### src/rtl/sent_rx_pkg.sv
// ---------------------------------------------------------------------------
// sent_rx_pkg
// Shared definitions for the SENT receive fast-channel unpacker:
//   - fast-frame width
//   - SAE J2716 fast-channel format codes (FMT_NONE .. FMT_16_8)
//   - two_ch(): tells whether a format carries a second fast channel
//   - FSM state encoding used by the unpacker top
// No ports (package only).
// ---------------------------------------------------------------------------
package sent_rx_pkg;

    // Six data nibbles per fast frame; the CRC nibble is already stripped.
    localparam int FRAME_W = 24;

    // Format code 0 means "not configured yet"; frames popped under it are dropped.
    localparam logic [2:0] FMT_NONE      = 3'd0;
    localparam logic [2:0] FMT_12_12     = 3'd1;
    localparam logic [2:0] FMT_SINGLE_A  = 3'd2;
    localparam logic [2:0] FMT_SINGLE_B  = 3'd3;
    localparam logic [2:0] FMT_SECURE    = 3'd4;
    localparam logic [2:0] FMT_SINGLE_12 = 3'd5;
    localparam logic [2:0] FMT_14_10     = 3'd6;
    localparam logic [2:0] FMT_16_8      = 3'd7;

    // IDLE waits for a buffered frame; EMIT1/EMIT2 present channel 1/2.
    typedef enum logic [1:0] {
        ST_IDLE  = 2'd0,
        ST_EMIT1 = 2'd1,
        ST_EMIT2 = 2'd2
    } state_t;

    // Formats 1, 4, 6 and 7 split the frame into two fast channels.
    function automatic logic two_ch(input logic [2:0] fmt);
        return (fmt == FMT_12_12) || (fmt == FMT_SECURE) ||
               (fmt == FMT_14_10) || (fmt == FMT_16_8);
    endfunction

endpackage

### src/rtl/sent_rx_fast_unpacker_if.sv
// ---------------------------------------------------------------------------
// sent_rx_fast_unpacker_if
// Bundles the unpacker's data-path signals.
//   fmt_valid/fmt_id                     format configuration strobe + code
//   frame_valid/frame_data/frame_crc_ok  CRC-checked fast frame from decode
//   out_valid/out_ready/out_data/out_ch  tagged channel word stream to RX FIFO
//   overflow/crc_err/fmt_err             one-cycle drop indications
// Modports:
//   master - upstream decode + downstream FIFO side (drives inputs, out_ready)
//   slave  - the unpacker itself
// ---------------------------------------------------------------------------
interface sent_rx_fast_unpacker_if #(
    parameter int OUT_W   = 16,
    parameter int FRAME_W = sent_rx_pkg::FRAME_W
);
    logic               fmt_valid;
    logic [2:0]         fmt_id;
    logic               frame_valid;
    logic [FRAME_W-1:0] frame_data;
    logic               frame_crc_ok;
    logic               out_valid;
    logic               out_ready;
    logic [OUT_W-1:0]   out_data;
    logic               out_ch;
    logic               overflow;
    logic               crc_err;
    logic               fmt_err;

    modport master (
        output fmt_valid, fmt_id, frame_valid, frame_data, frame_crc_ok, out_ready,
        input  out_valid, out_data, out_ch, overflow, crc_err, fmt_err
    );

    modport slave (
        input  fmt_valid, fmt_id, frame_valid, frame_data, frame_crc_ok, out_ready,
        output out_valid, out_data, out_ch, overflow, crc_err, fmt_err
    );
endinterface

### src/rtl/sent_rx_frame_buf.sv
// ---------------------------------------------------------------------------
// sent_rx_frame_buf
// Small synchronous FIFO holding whole fast frames between the CRC stage and
// the unpack FSM. Pointers carry one extra MSB so full and empty can be told
// apart without a separate occupancy counter.
// Ports:
//   clk      in   clock, posedge
//   rst_n    in   asynchronous active-low reset (pointers only)
//   i_push   in   write i_data this cycle
//   i_data   in   frame to store
//   i_pop    in   drop the head entry this cycle
//   o_data   out  head entry (valid while !o_empty)
//   o_full   out  no free slot
//   o_empty  out  no stored frame
// ---------------------------------------------------------------------------
module sent_rx_frame_buf #(
    parameter int DEPTH = 4,
    parameter int WIDTH = sent_rx_pkg::FRAME_W
) (
    input  logic             clk,
    input  logic             rst_n,
    input  logic             i_push,
    input  logic [WIDTH-1:0] i_data,
    input  logic             i_pop,
    output logic [WIDTH-1:0] o_data,
    output logic             o_full,
    output logic             o_empty
);
    localparam int AW = $clog2(DEPTH);

    logic [WIDTH-1:0] r_mem [DEPTH];
    logic [AW:0]      r_wr_ptr;
    logic [AW:0]      r_rd_ptr;
    logic             w_push;
    logic             w_pop;

    // A push into a full buffer is only legal when the head leaves in the
    // same cycle; popping an empty buffer is ignored.
    assign w_push = i_push && (!o_full || i_pop);
    assign w_pop  = i_pop && !o_empty;

    // Pointer bookkeeping. Both wrap naturally; the extra MSB flips once per lap.
    always_ff @(posedge clk or negedge rst_n) begin
        if (!rst_n) begin
            r_wr_ptr <= '0;
            r_rd_ptr <= '0;
        end else begin
            if (w_push) r_wr_ptr <= r_wr_ptr + 1'b1;
            if (w_pop)  r_rd_ptr <= r_rd_ptr + 1'b1;
        end
    end

    // Storage array. Contents need no reset because the pointers gate access.
    always_ff @(posedge clk) begin
        if (w_push) r_mem[r_wr_ptr[AW-1:0]] <= i_data;
    end

    assign o_data  = r_mem[r_rd_ptr[AW-1:0]];
    assign o_empty = (r_wr_ptr == r_rd_ptr);
    assign o_full  = (r_wr_ptr[AW] != r_rd_ptr[AW]) &&
                     (r_wr_ptr[AW-1:0] == r_rd_ptr[AW-1:0]);
endmodule

### src/rtl/sent_rx_fast_unpacker.sv
// ---------------------------------------------------------------------------
// sent_rx_fast_unpacker
// Fast-channel control path of the SENT receiver. Buffers CRC-checked fast
// frames, splits each into one or two fast channels according to the active
// frame format (SAE J2716 formats 1-7) and streams tagged channel words to the
// RX FIFO under ready/valid backpressure.
// Ports:
//   clk_rx, reset_n_rx   clock (posedge) and asynchronous active-low reset
//   bus (slave)          fmt_valid/fmt_id, frame_valid/frame_data/frame_crc_ok,
//                        out_valid/out_ready/out_data/out_ch,
//                        overflow/crc_err/fmt_err pulses
// Optional build macro SENT_RX_STATUS_EN adds parameter CNT_W, input stat_clr
// and saturating counters stat_frames, stat_crc_err, stat_overflow.
// ---------------------------------------------------------------------------
module sent_rx_fast_unpacker
    import sent_rx_pkg::*;
#(
    parameter int OUT_W     = 16,
    parameter int BUF_DEPTH = 4
`ifdef SENT_RX_STATUS_EN
    ,
    parameter int CNT_W     = 16
`endif
) (
    input  logic             clk_rx,
    input  logic             reset_n_rx,
`ifdef SENT_RX_STATUS_EN
    input  logic             stat_clr,
    output logic [CNT_W-1:0] stat_frames,
    output logic [CNT_W-1:0] stat_crc_err,
    output logic [CNT_W-1:0] stat_overflow,
`endif
    sent_rx_fast_unpacker_if.slave bus
);
    state_t             r_state;
    state_t             w_state_nxt;
    logic [2:0]         r_fmt_pend;
    logic [2:0]         r_fmt_act;
    logic [OUT_W-1:0]   r_ch1;
    logic [OUT_W-1:0]   r_ch2;
    logic               r_overflow;
    logic               r_crc_err;
    logic               r_fmt_err;

    logic [FRAME_W-1:0] w_buf_data;
    logic               w_full;
    logic               w_empty;
    logic               w_good;
    logic               w_push;
    logic               w_pop;
    logic               w_ovf_evt;
    logic               w_crc_evt;
    logic               w_fmt_err_evt;
    logic               w_load_ch;
    logic [3:0]         w_n0, w_n1, w_n2, w_n3, w_n4, w_n5;
    logic [15:0]        w_ch1;
    logic [15:0]        w_ch2;
    logic               w_out_valid;
    logic               w_out_ch;
    logic [OUT_W-1:0]   w_out_data;

    // The FSM only takes a frame while IDLE, so the pop also marks the start
    // of unpacking. A good frame arriving on a full buffer still gets in when
    // that same cycle frees the head slot.
    assign w_pop         = (r_state == ST_IDLE) && !w_empty;
    assign w_good        = bus.frame_valid && bus.frame_crc_ok;
    assign w_push        = w_good && (!w_full || w_pop);
    assign w_ovf_evt     = w_good && w_full && !w_pop;
    assign w_crc_evt     = bus.frame_valid && !bus.frame_crc_ok;
    assign w_fmt_err_evt = w_pop && (r_fmt_act == FMT_NONE);

    sent_rx_frame_buf #(
        .DEPTH (BUF_DEPTH),
        .WIDTH (FRAME_W)
    ) u_frame_buf (
        .clk     (clk_rx),
        .rst_n   (reset_n_rx),
        .i_push  (w_push),
        .i_data  (bus.frame_data),
        .i_pop   (w_pop),
        .o_data  (w_buf_data),
        .o_full  (w_full),
        .o_empty (w_empty)
    );

    // n0 is the first nibble on the wire and sits in the top bits.
    assign w_n0 = w_buf_data[23:20];
    assign w_n1 = w_buf_data[19:16];
    assign w_n2 = w_buf_data[15:12];
    assign w_n3 = w_buf_data[11:8];
    assign w_n4 = w_buf_data[7:4];
    assign w_n5 = w_buf_data[3:0];

    // Channel split for the head frame under the active format. Channel 2 of
    // the 12/12, 14/10 and 16/8 formats is sent nibble-reversed, so it is
    // reassembled from n5 downwards; the secure format keeps its
    // counter/inverted-nibble word in wire order.
    always_comb begin
        w_ch1 = '0;
        w_ch2 = '0;
        case (r_fmt_act)
            FMT_12_12: begin
                w_ch1 = {4'h0, w_n0, w_n1, w_n2};
                w_ch2 = {4'h0, w_n5, w_n4, w_n3};
            end
            FMT_SECURE: begin
                w_ch1 = {4'h0, w_n0, w_n1, w_n2};
                w_ch2 = {4'h0, w_n3, w_n4, w_n5};
            end
            FMT_14_10: begin
                w_ch1 = {2'b00, w_n0, w_n1, w_n2, w_n3[3:2]};
                w_ch2 = {6'b000000, w_n5, w_n4, w_n3[1:0]};
            end
            FMT_16_8: begin
                w_ch1 = {w_n0, w_n1, w_n2, w_n3};
                w_ch2 = {8'h00, w_n5, w_n4};
            end
            FMT_SINGLE_A, FMT_SINGLE_B, FMT_SINGLE_12: begin
                w_ch1 = {4'h0, w_n0, w_n1, w_n2};
            end
            default: begin
                w_ch1 = '0;
                w_ch2 = '0;
            end
        endcase
    end

    // Emit FSM state register.
    always_ff @(posedge clk_rx or negedge reset_n_rx) begin
        if (!reset_n_rx) r_state <= ST_IDLE;
        else             r_state <= w_state_nxt;
    end

    // Next-state and output decode. Outputs come straight from the state and
    // the channel registers, so they hold steady while the FIFO stalls and
    // drop to zero the moment reset is asserted.
    always_comb begin
        w_state_nxt = r_state;
        w_load_ch   = 1'b0;
        w_out_valid = 1'b0;
        w_out_ch    = 1'b0;
        w_out_data  = '0;
        case (r_state)
            ST_IDLE: begin
                if (w_pop && (r_fmt_act != FMT_NONE)) begin
                    w_load_ch   = 1'b1;
                    w_state_nxt = ST_EMIT1;
                end
            end
            ST_EMIT1: begin
                w_out_valid = 1'b1;
                w_out_data  = r_ch1;
                if (bus.out_ready)
                    w_state_nxt = two_ch(r_fmt_act) ? ST_EMIT2 : ST_IDLE;
            end
            ST_EMIT2: begin
                w_out_valid = 1'b1;
                w_out_ch    = 1'b1;
                w_out_data  = r_ch2;
                if (bus.out_ready) w_state_nxt = ST_IDLE;
            end
            default: w_state_nxt = ST_IDLE;
        endcase
    end

    // Format registers. New codes land in the pending register at any time;
    // the active copy only follows while the FSM is (or is about to be) idle,
    // so a frame that has already been unpacked finishes under the format it
    // started with, and the next frame uses the new one.
    always_ff @(posedge clk_rx or negedge reset_n_rx) begin
        if (!reset_n_rx) begin
            r_fmt_pend <= FMT_NONE;
            r_fmt_act  <= FMT_NONE;
        end else begin
            if (bus.fmt_valid)           r_fmt_pend <= bus.fmt_id;
            if (w_state_nxt == ST_IDLE)  r_fmt_act  <= r_fmt_pend;
        end
    end

    // Channel holding registers, zero-extended to the output width at load.
    always_ff @(posedge clk_rx or negedge reset_n_rx) begin
        if (!reset_n_rx) begin
            r_ch1 <= '0;
            r_ch2 <= '0;
        end else if (w_load_ch) begin
            r_ch1 <= OUT_W'(w_ch1);
            r_ch2 <= OUT_W'(w_ch2);
        end
    end

    // Drop indications are registered so each is a clean one-cycle pulse.
    always_ff @(posedge clk_rx or negedge reset_n_rx) begin
        if (!reset_n_rx) begin
            r_overflow <= 1'b0;
            r_crc_err  <= 1'b0;
            r_fmt_err  <= 1'b0;
        end else begin
            r_overflow <= w_ovf_evt;
            r_crc_err  <= w_crc_evt;
            r_fmt_err  <= w_fmt_err_evt;
        end
    end

    assign bus.out_valid = w_out_valid;
    assign bus.out_ch    = w_out_ch;
    assign bus.out_data  = w_out_data;
    assign bus.overflow  = r_overflow;
    assign bus.crc_err   = r_crc_err;
    assign bus.fmt_err   = r_fmt_err;

`ifdef SENT_RX_STATUS_EN
    logic [CNT_W-1:0] r_stat_frames;
    logic [CNT_W-1:0] r_stat_crc_err;
    logic [CNT_W-1:0] r_stat_overflow;

    // Saturating event counters. A clear in the same cycle as an event wins,
    // so software always reads zero right after clearing.
    always_ff @(posedge clk_rx or negedge reset_n_rx) begin
        if (!reset_n_rx) begin
            r_stat_frames   <= '0;
            r_stat_crc_err  <= '0;
            r_stat_overflow <= '0;
        end else if (stat_clr) begin
            r_stat_frames   <= '0;
            r_stat_crc_err  <= '0;
            r_stat_overflow <= '0;
        end else begin
            if (w_push && (r_stat_frames != '1))
                r_stat_frames <= r_stat_frames + 1'b1;
            if (w_crc_evt && (r_stat_crc_err != '1))
                r_stat_crc_err <= r_stat_crc_err + 1'b1;
            if (w_ovf_evt && (r_stat_overflow != '1))
                r_stat_overflow <= r_stat_overflow + 1'b1;
        end
    end

    assign stat_frames   = r_stat_frames;
    assign stat_crc_err  = r_stat_crc_err;
    assign stat_overflow = r_stat_overflow;
`endif
endmodule

### src/flat_wrapper.sv
// flat-port wrapper written by rule: the top's interface ports become plain ports
module sent_rx_fast_unpacker_flat import sent_rx_pkg::*;
#(
    parameter int OUT_W     = 16,
    parameter int BUF_DEPTH = 4

)
  (clk_rx, reset_n_rx, bus_fmt_valid, bus_fmt_id, bus_frame_valid, bus_frame_data, bus_frame_crc_ok, bus_out_ready, bus_out_valid, bus_out_data, bus_out_ch, bus_overflow, bus_crc_err, bus_fmt_err);
  sent_rx_fast_unpacker_if #(.OUT_W(OUT_W)) bus_i ();
  input  logic clk_rx;
  input  logic reset_n_rx;
  input wire logic [$bits(bus_i.fmt_valid)-1:0] bus_fmt_valid;
  input wire logic [$bits(bus_i.fmt_id)-1:0] bus_fmt_id;
  input wire logic [$bits(bus_i.frame_valid)-1:0] bus_frame_valid;
  input wire logic [$bits(bus_i.frame_data)-1:0] bus_frame_data;
  input wire logic [$bits(bus_i.frame_crc_ok)-1:0] bus_frame_crc_ok;
  input wire logic [$bits(bus_i.out_ready)-1:0] bus_out_ready;
  output wire logic [$bits(bus_i.out_valid)-1:0] bus_out_valid;
  output wire logic [$bits(bus_i.out_data)-1:0] bus_out_data;
  output wire logic [$bits(bus_i.out_ch)-1:0] bus_out_ch;
  output wire logic [$bits(bus_i.overflow)-1:0] bus_overflow;
  output wire logic [$bits(bus_i.crc_err)-1:0] bus_crc_err;
  output wire logic [$bits(bus_i.fmt_err)-1:0] bus_fmt_err;
  assign bus_i.fmt_valid = bus_fmt_valid;
  assign bus_i.fmt_id = bus_fmt_id;
  assign bus_i.frame_valid = bus_frame_valid;
  assign bus_i.frame_data = bus_frame_data;
  assign bus_i.frame_crc_ok = bus_frame_crc_ok;
  assign bus_i.out_ready = bus_out_ready;
  assign bus_out_valid = bus_i.out_valid;
  assign bus_out_data = bus_i.out_data;
  assign bus_out_ch = bus_i.out_ch;
  assign bus_overflow = bus_i.overflow;
  assign bus_crc_err = bus_i.crc_err;
  assign bus_fmt_err = bus_i.fmt_err;
  sent_rx_fast_unpacker #(.OUT_W(OUT_W), .BUF_DEPTH(BUF_DEPTH)) u_core (.clk_rx(clk_rx), .reset_n_rx(reset_n_rx), .bus(bus_i));
endmodule
### config.mk
export PLATFORM = sky130hd
export DESIGN_NAME = sent_rx_fast_unpacker_flat
export DESIGN_NICKNAME = d
export VERILOG_FILES = /design/src/rtl/sent_rx_pkg.sv /design/src/rtl/sent_rx_fast_unpacker_if.sv /design/src/rtl/sent_rx_frame_buf.sv /design/src/rtl/sent_rx_fast_unpacker.sv /design/src/flat_wrapper.sv
export SDC_FILE = /design/constraint.sdc
export NUM_CORES = 1
export LEC_CHECK = 0
export BUFFER_PORTS_ARGS = -buffer_cell sky130_fd_sc_hd__buf_2
export CAP_MARGIN = 40
export CORE_MARGIN = 3
export CORE_UTILIZATION = 64
export CTS_CLUSTER_DIAMETER = 80
export DETAILED_ROUTE_END_ITERATION = 7
export PLACE_DENSITY = 0.85
export SYNTH_ARGS = -nofsm -noshare
export SYNTH_HDL_FRONTEND = slang
export SYNTH_SLANG_ARGS = --single-unit
### constraint.sdc
create_clock -name clk_rx -period 6.5 [get_ports clk_rx]
set_input_delay 1.95 -clock clk_rx [delete_from_list [all_inputs] [get_ports clk_rx]]
set_output_delay 1.95 -clock clk_rx [all_outputs]
set_load 0.02 [all_outputs]
; ---- Word-level counts from Yosys, hierarchy flattened
; Memory sizes are Yosys's and may differ from the RTL's.
; Index checks and enable logic that the tools add are counted.
[totals]
ff_bits = 49
out_inout_bits = 21
word_cells = 64
mem_count = 1
mem_bits_rw = 96
[op_classes]
reduce_logical = 25
n_mux = 14
eq_ne = 12
addsub = 2
[mem_list]
columns = memory, depth, width, rd, rd_clocked_by_memory_dff, wr, line_no
row1 = u_core.u_frame_buf.r_mem, 4, 24, 1, 0, 1, sent_rx_frame_buf.sv:31  ; logic [WIDTH-1:0] r_mem [DEPTH];
[ops]
columns = operator, count
row1 = $pmux W12 S4, 1
row2 = $pmux W16 S3, 1
row3 = $pmux W16 S2, 1
row4 = $eq A3 B3 Y1 const B, 4
row5 = $logic_and A1 B1 Y1, 11
row6 = $mux W2, 4
row7 = $add A3 B1 Y3 const B, 2
row8 = $eq A3 B2 Y1 const B, 2
row9 = $mux W1, 6
row10 = $pmux W2 S3, 1
row11 = $reduce_or A5 Y1, 1
row12 = $logic_not A1 Y1, 4
row13 = $logic_not A2 Y1, 2
row14 = $logic_or A1 B1 Y1, 4
row15 = $eq A3 B1 Y1 const B, 1
row16 = $eq A3 B3 Y1, 1
row17 = $logic_not A3 Y1, 1
row18 = $reduce_bool A3 Y1, 1
row19 = $eq A2 B1 Y1 const B, 1
row20 = $eq A2 B2 Y1, 1
row21 = $eq A2 B2 Y1 const B, 1
row22 = $reduce_or A2 Y1, 1
row23 = $ne A1 B1 Y1, 1

; ---- Longest topological paths before layout
[depth]
ltp_word = 8
mapped_depth = 8
mapped_depth_nobuf = 7

; ---- Modules after synthesis
; Synthesis repeated with hierarchy kept, for this count alone.
[hier_totals]
hier_cells = 482
area_unflattened_um2 = 6511.2
[modules_own_cells]
columns = module, area_each_um2, cells_per_inst, n_inst, seq_area_each_um2
row1 = sent_rx_frame_buf, 3925.0, 169, 1, 3032.9
row2 = sent_rx_fast_unpacker, 2586.2, 313, 1, 975.9

; ---- Worst setup path before layout
; Ideal clock, no wire load.
[synth_path]
kind = flip-flop to output port
startpoint = register u_core.r_state[0]
endpoint = output bus_out_data[0]
path_stages_with_launch = 6
slack_ns = 3.001
arrival_ns = 1.549
n_path_buf = 1
t_required_ns = 4.550
path_cell_list = dfrtp_1 > inv_1 > ha_1 > clkbuf_1 > a22oi_1 > nor2b_1
[synth_between]
elab_chain_cells = 2
word_cells_on_any_way = 3
cone_classes = eq/ne: 2 / mux: 1
[synth_lines]
columns = element, line_no
row1 = "start, declared", sent_rx_fast_unpacker.sv:35  ; state_t r_state;
row2 = "start signal, assigned", sent_rx_fast_unpacker.sv:131  ; else r_state <= w_state_nxt;
row3 = $eq A2 B2 Y1 or $eq A2 B1 Y1 (tied branches), sent_rx_fast_unpacker.sv:143  ; case (r_state)
row4 = $pmux W16 S2 (*), sent_rx_fast_unpacker.sv:143
row5 = "end, declared", flat_wrapper.sv:19  ; output wire logic [$bits(bus_i.out_data)-1:0] bus_out_data;
; Mark *: on every way between the ends. The rest lies on a longest branch, timed or not.

; ---- Worst setup path after layout
[layout_path]
startpoint = register u_core.r_state[1]
endpoint = output bus_out_data[4]
; The elaborated chain is that of the path after synthesis.

==> results.toml <==
[outcome]
status = "finished, final reports clean"

[synthesis]
synth_fp_nets = 459
yosys_register_bits = 141
synthTopCellsByCount = "edfxtp_1, dfrtp_1, nand2_1, nor2b_1, a22oi_1"
synth_top_area_cell = "edfxtp_1"
netlist_area_sq_um = 6203
synthCells = 417
synthTopCellsByArea = "edfxtp_1, dfrtp_1, mux4_2"
yosys_warnings = 0
synth_top_area_share_pct = 46.47
ys.flop_type = "edfxtp_1"
syn_avg_cell_area_sq_um = 14.88
synth_edf_count = 96
synthArstFlopShare_pct = 31.91
synth_most_common_cell = "edfxtp_1"
yosysUniqueCellTypes = 40
synth-seq-area-share_pct = 64.62

[sta]
finalCritPeriodShare_pct = 61.93
finalSetupTns_ns = 0
maxSlewViolCount = 0
slew_headroom_pct = 48.13
fin_crit_ns = 4.026
grt_setup_unrepaired = "false"
tightest_slew_ns = 0.7780
finClkSkew_ns = 0.01412
setup_ws_ns = 2.474
finalHoldViolCount = 0
clock.fmax_ghz = 0.2484
report.final.setup_viol = 0

[pwr]
p_int_w = 0.002173
sw_frac_of_total_pct = 38.71
power_density_nw_per_um2 = 495.0
ir_drop_mv = 0.2694
p_clk_share_pct = 25.8
combPwrFrac_pct = 38.2
seqPwrFrac_pct = 36.1
p_sw_w = 0.001373
p_leak_nw = 2.771

[global_routing]
grt_pass1_wl_um = 21040
grt_use_met1_pct = 34.89
grt_start_max_net_pins = 37
grt.overflow.total = 0
grt-busiest-layer = "met2"
use_met2_pct = 40.87
grt_pass1_vias = 3860
grtUsageMet3_pct = 6.518
antenna_found_initial = 0
grtUsageTotal_pct = 25.78

[worst_setup_path]
crit_fanout = 18
max_stage_delay_ns = 0.53
timing_worst_setup_path_type = "register to output pin"
r2r_slack_ns = 3.83
cp-end-kind = "output pin"
crit_path_start_kind = "register"
crit_chain = "inv_1 > ha_1 > a22oi_1 > nor2b_1 > buf_2"
cp.required_ns = 4.55
cp.arrival_ns = 2.08
cp_slowest_cell = "ha_1"

[placement]
port_buffers = 53
dp_hpwl_um = 8265
gp_congestion = 0.8679
place_area_sq_um = 6600
pre_cts_ws_ns = 2.741

[routing]
drt_first_pass_iters = 5
via_per_inst = 6.345
route.detailed.drc = 0
wl_um = 13140
route.vias.total = 3896
wl_per_cell_um = 21.39
detail-route-antenna-nets = 0
drtIter0Drc = 336

[die]
io_pins = 54
fp.dieH_um = 104.5
coreArea_sq_um = 9328
core.rowCount = 35
start_util_pct = 66.51
die_area_sq_um = 10910
fp.dieW_um = 104.5

[clocking]
ctsResizeCount = 0
cts_setup_buffers = 0
clk_latency_ns = 0.54
clk_pin_slew_ns = 0.07
cts_buffer_depth = 2
clkSinkCount = 141
cts_buffers = 17
cts_hold_buf = 0
cts_root_buf = "clkbuf_8"
cts_tree = "yes"
htreeDepth = 4

[final_layout]
diodes = 0
post-route-util_pct = 76.81
fill_cells = 561
stdcell_area_sq_um = 7164
nets = 514
area_growth_pct = 15.49
drive_above_1_share_pct = 25.15

[min_path]
hold_path_class = "register to register"

[run]
drv_cap = 0
==> area by class of cell <==
| type | count | area [sq um] | share of cell area, % |
|---|---|---|---|
| flip-flops and latches | 141 | 4009 | 55.96 |
| multi-input cells | 244 | 2054 | 28.68 |
| clock buffers | 17 | 414.1 | 5.781 |
| repair buffers | 62 | 352.8 | 4.925 |
| well taps | 129 | 161.4 | 2.253 |
| clock inverters | 15 | 150.1 | 2.096 |
| inverters | 6 | 22.52 | 0.3144 |
==> critical path: cells and delay by family, from the launching register on <==
family | cells | cell delay [ns]
adders and majority gates | 1 | 0.53
and+or+nand+nor | 1 | 0.15
AOI/OAI and AO/OA | 1 | 0.16
buffers and inverters | 2 | 0.27
DFF | 1 | 0.43
==> layout by cell type (no fill, tap or decap), drive strengths merged, types with 7 or more instances in the layout <==
| master | count |
|---|---|
| nor2 | 18 |
| nor2b | 26 |
| nand2 | 33 |
| edfxtp | 96 |
| o21ai | 13 |
| clkbuf | 17 |
| a21oi | 13 |
| and2 | 7 |
| mux4 | 24 |
| a22o | 12 |
| a22oi | 20 |
| buf | 62 |
| o41ai | 12 |
| ha | 9 |
| a211oi | 13 |
| inv | 14 |
| dfrtp | 45 |
==> flip-flops by register name, indices dropped and copies added, names as in the netlist, 2 cells and up <==
register / count
u_core.u_frame_buf.r_mem: 96
u_core.r_fmt_pend: 3
u_core.r_ch1: 16
u_core.u_frame_buf.r_rd_ptr: 3
u_core.r_state: 2
u_core.r_ch2: 12
u_core.u_frame_buf.r_wr_ptr: 3
u_core.r_fmt_act: 3
==> worst paths after layout <==
check,start,to,cells after the start
worst min-delay path,u_core.r_ch1[13],u_core.r_ch1[13],2
worst max register to register,u_core.u_frame_buf.r_rd_ptr[0],u_core.u_frame_buf.r_mem[2][6],5
worst max-delay path,u_core.r_state[1],bus_out_data[4],5
min in group asynchronous,reset_n_rx,u_core.bus.crc_err,1
max in group asynchronous,reset_n_rx,u_core.r_ch1[14],2
worst min register to register,u_core.r_ch1[13],u_core.r_ch1[13],2
==> through the flow <==
step | power [W] | instances | hold slack [ns]
after floorplan | 0.002291 | 417 | 0.4414
after global placement | 0.002568 | 580 | 0.4550
after detailed placement | 0.002626 | 582 | 0.4690
after CTS | 0.003556 | 614 | 0.4843
after global routing | 0.003754 | 614 | 0.5150
final | 0.003546 | 614 | 0.4790
==> kinds of logic (layout without fill, tap and decap cells) <==
logic type | after synthesis | count (layout) | synth area share (%)
flops | 141 | 141 | 64.62
simple gates | 96 | 96 | 7.624
compound gates | 94 | 94 | 11.21
xor+xnor | 11 | 11 | 1.553
buf+inv | 32 | 100 | 2.420
fa+ha+maj | 9 | 9 | 1.815
mux | 34 | 34 | 10.75
==> per-layer routing <==
metal,vias to the layer above,wire length (um)
li1,1735,-
met1,1939,5427
met2,191,6461
met3,31,917
met4,0,327
met5,-,0
==> power groups by stage <==
stage / clock (W) / combinational (W) / sequential, W
after CTS: 0.000931 / 0.00135 / 0.00127
after global routing: 0.000974 / 0.00149 / 0.00129
after global placement: 0 / 0.00129 / 0.00128
after floorplan: 0 / 0.00107 / 0.00122
after detailed placement: 0 / 0.00134 / 0.00129
final: 0.000914 / 0.00135 / 0.00128
No activity file was read; power rests on OpenSTA's default activity.
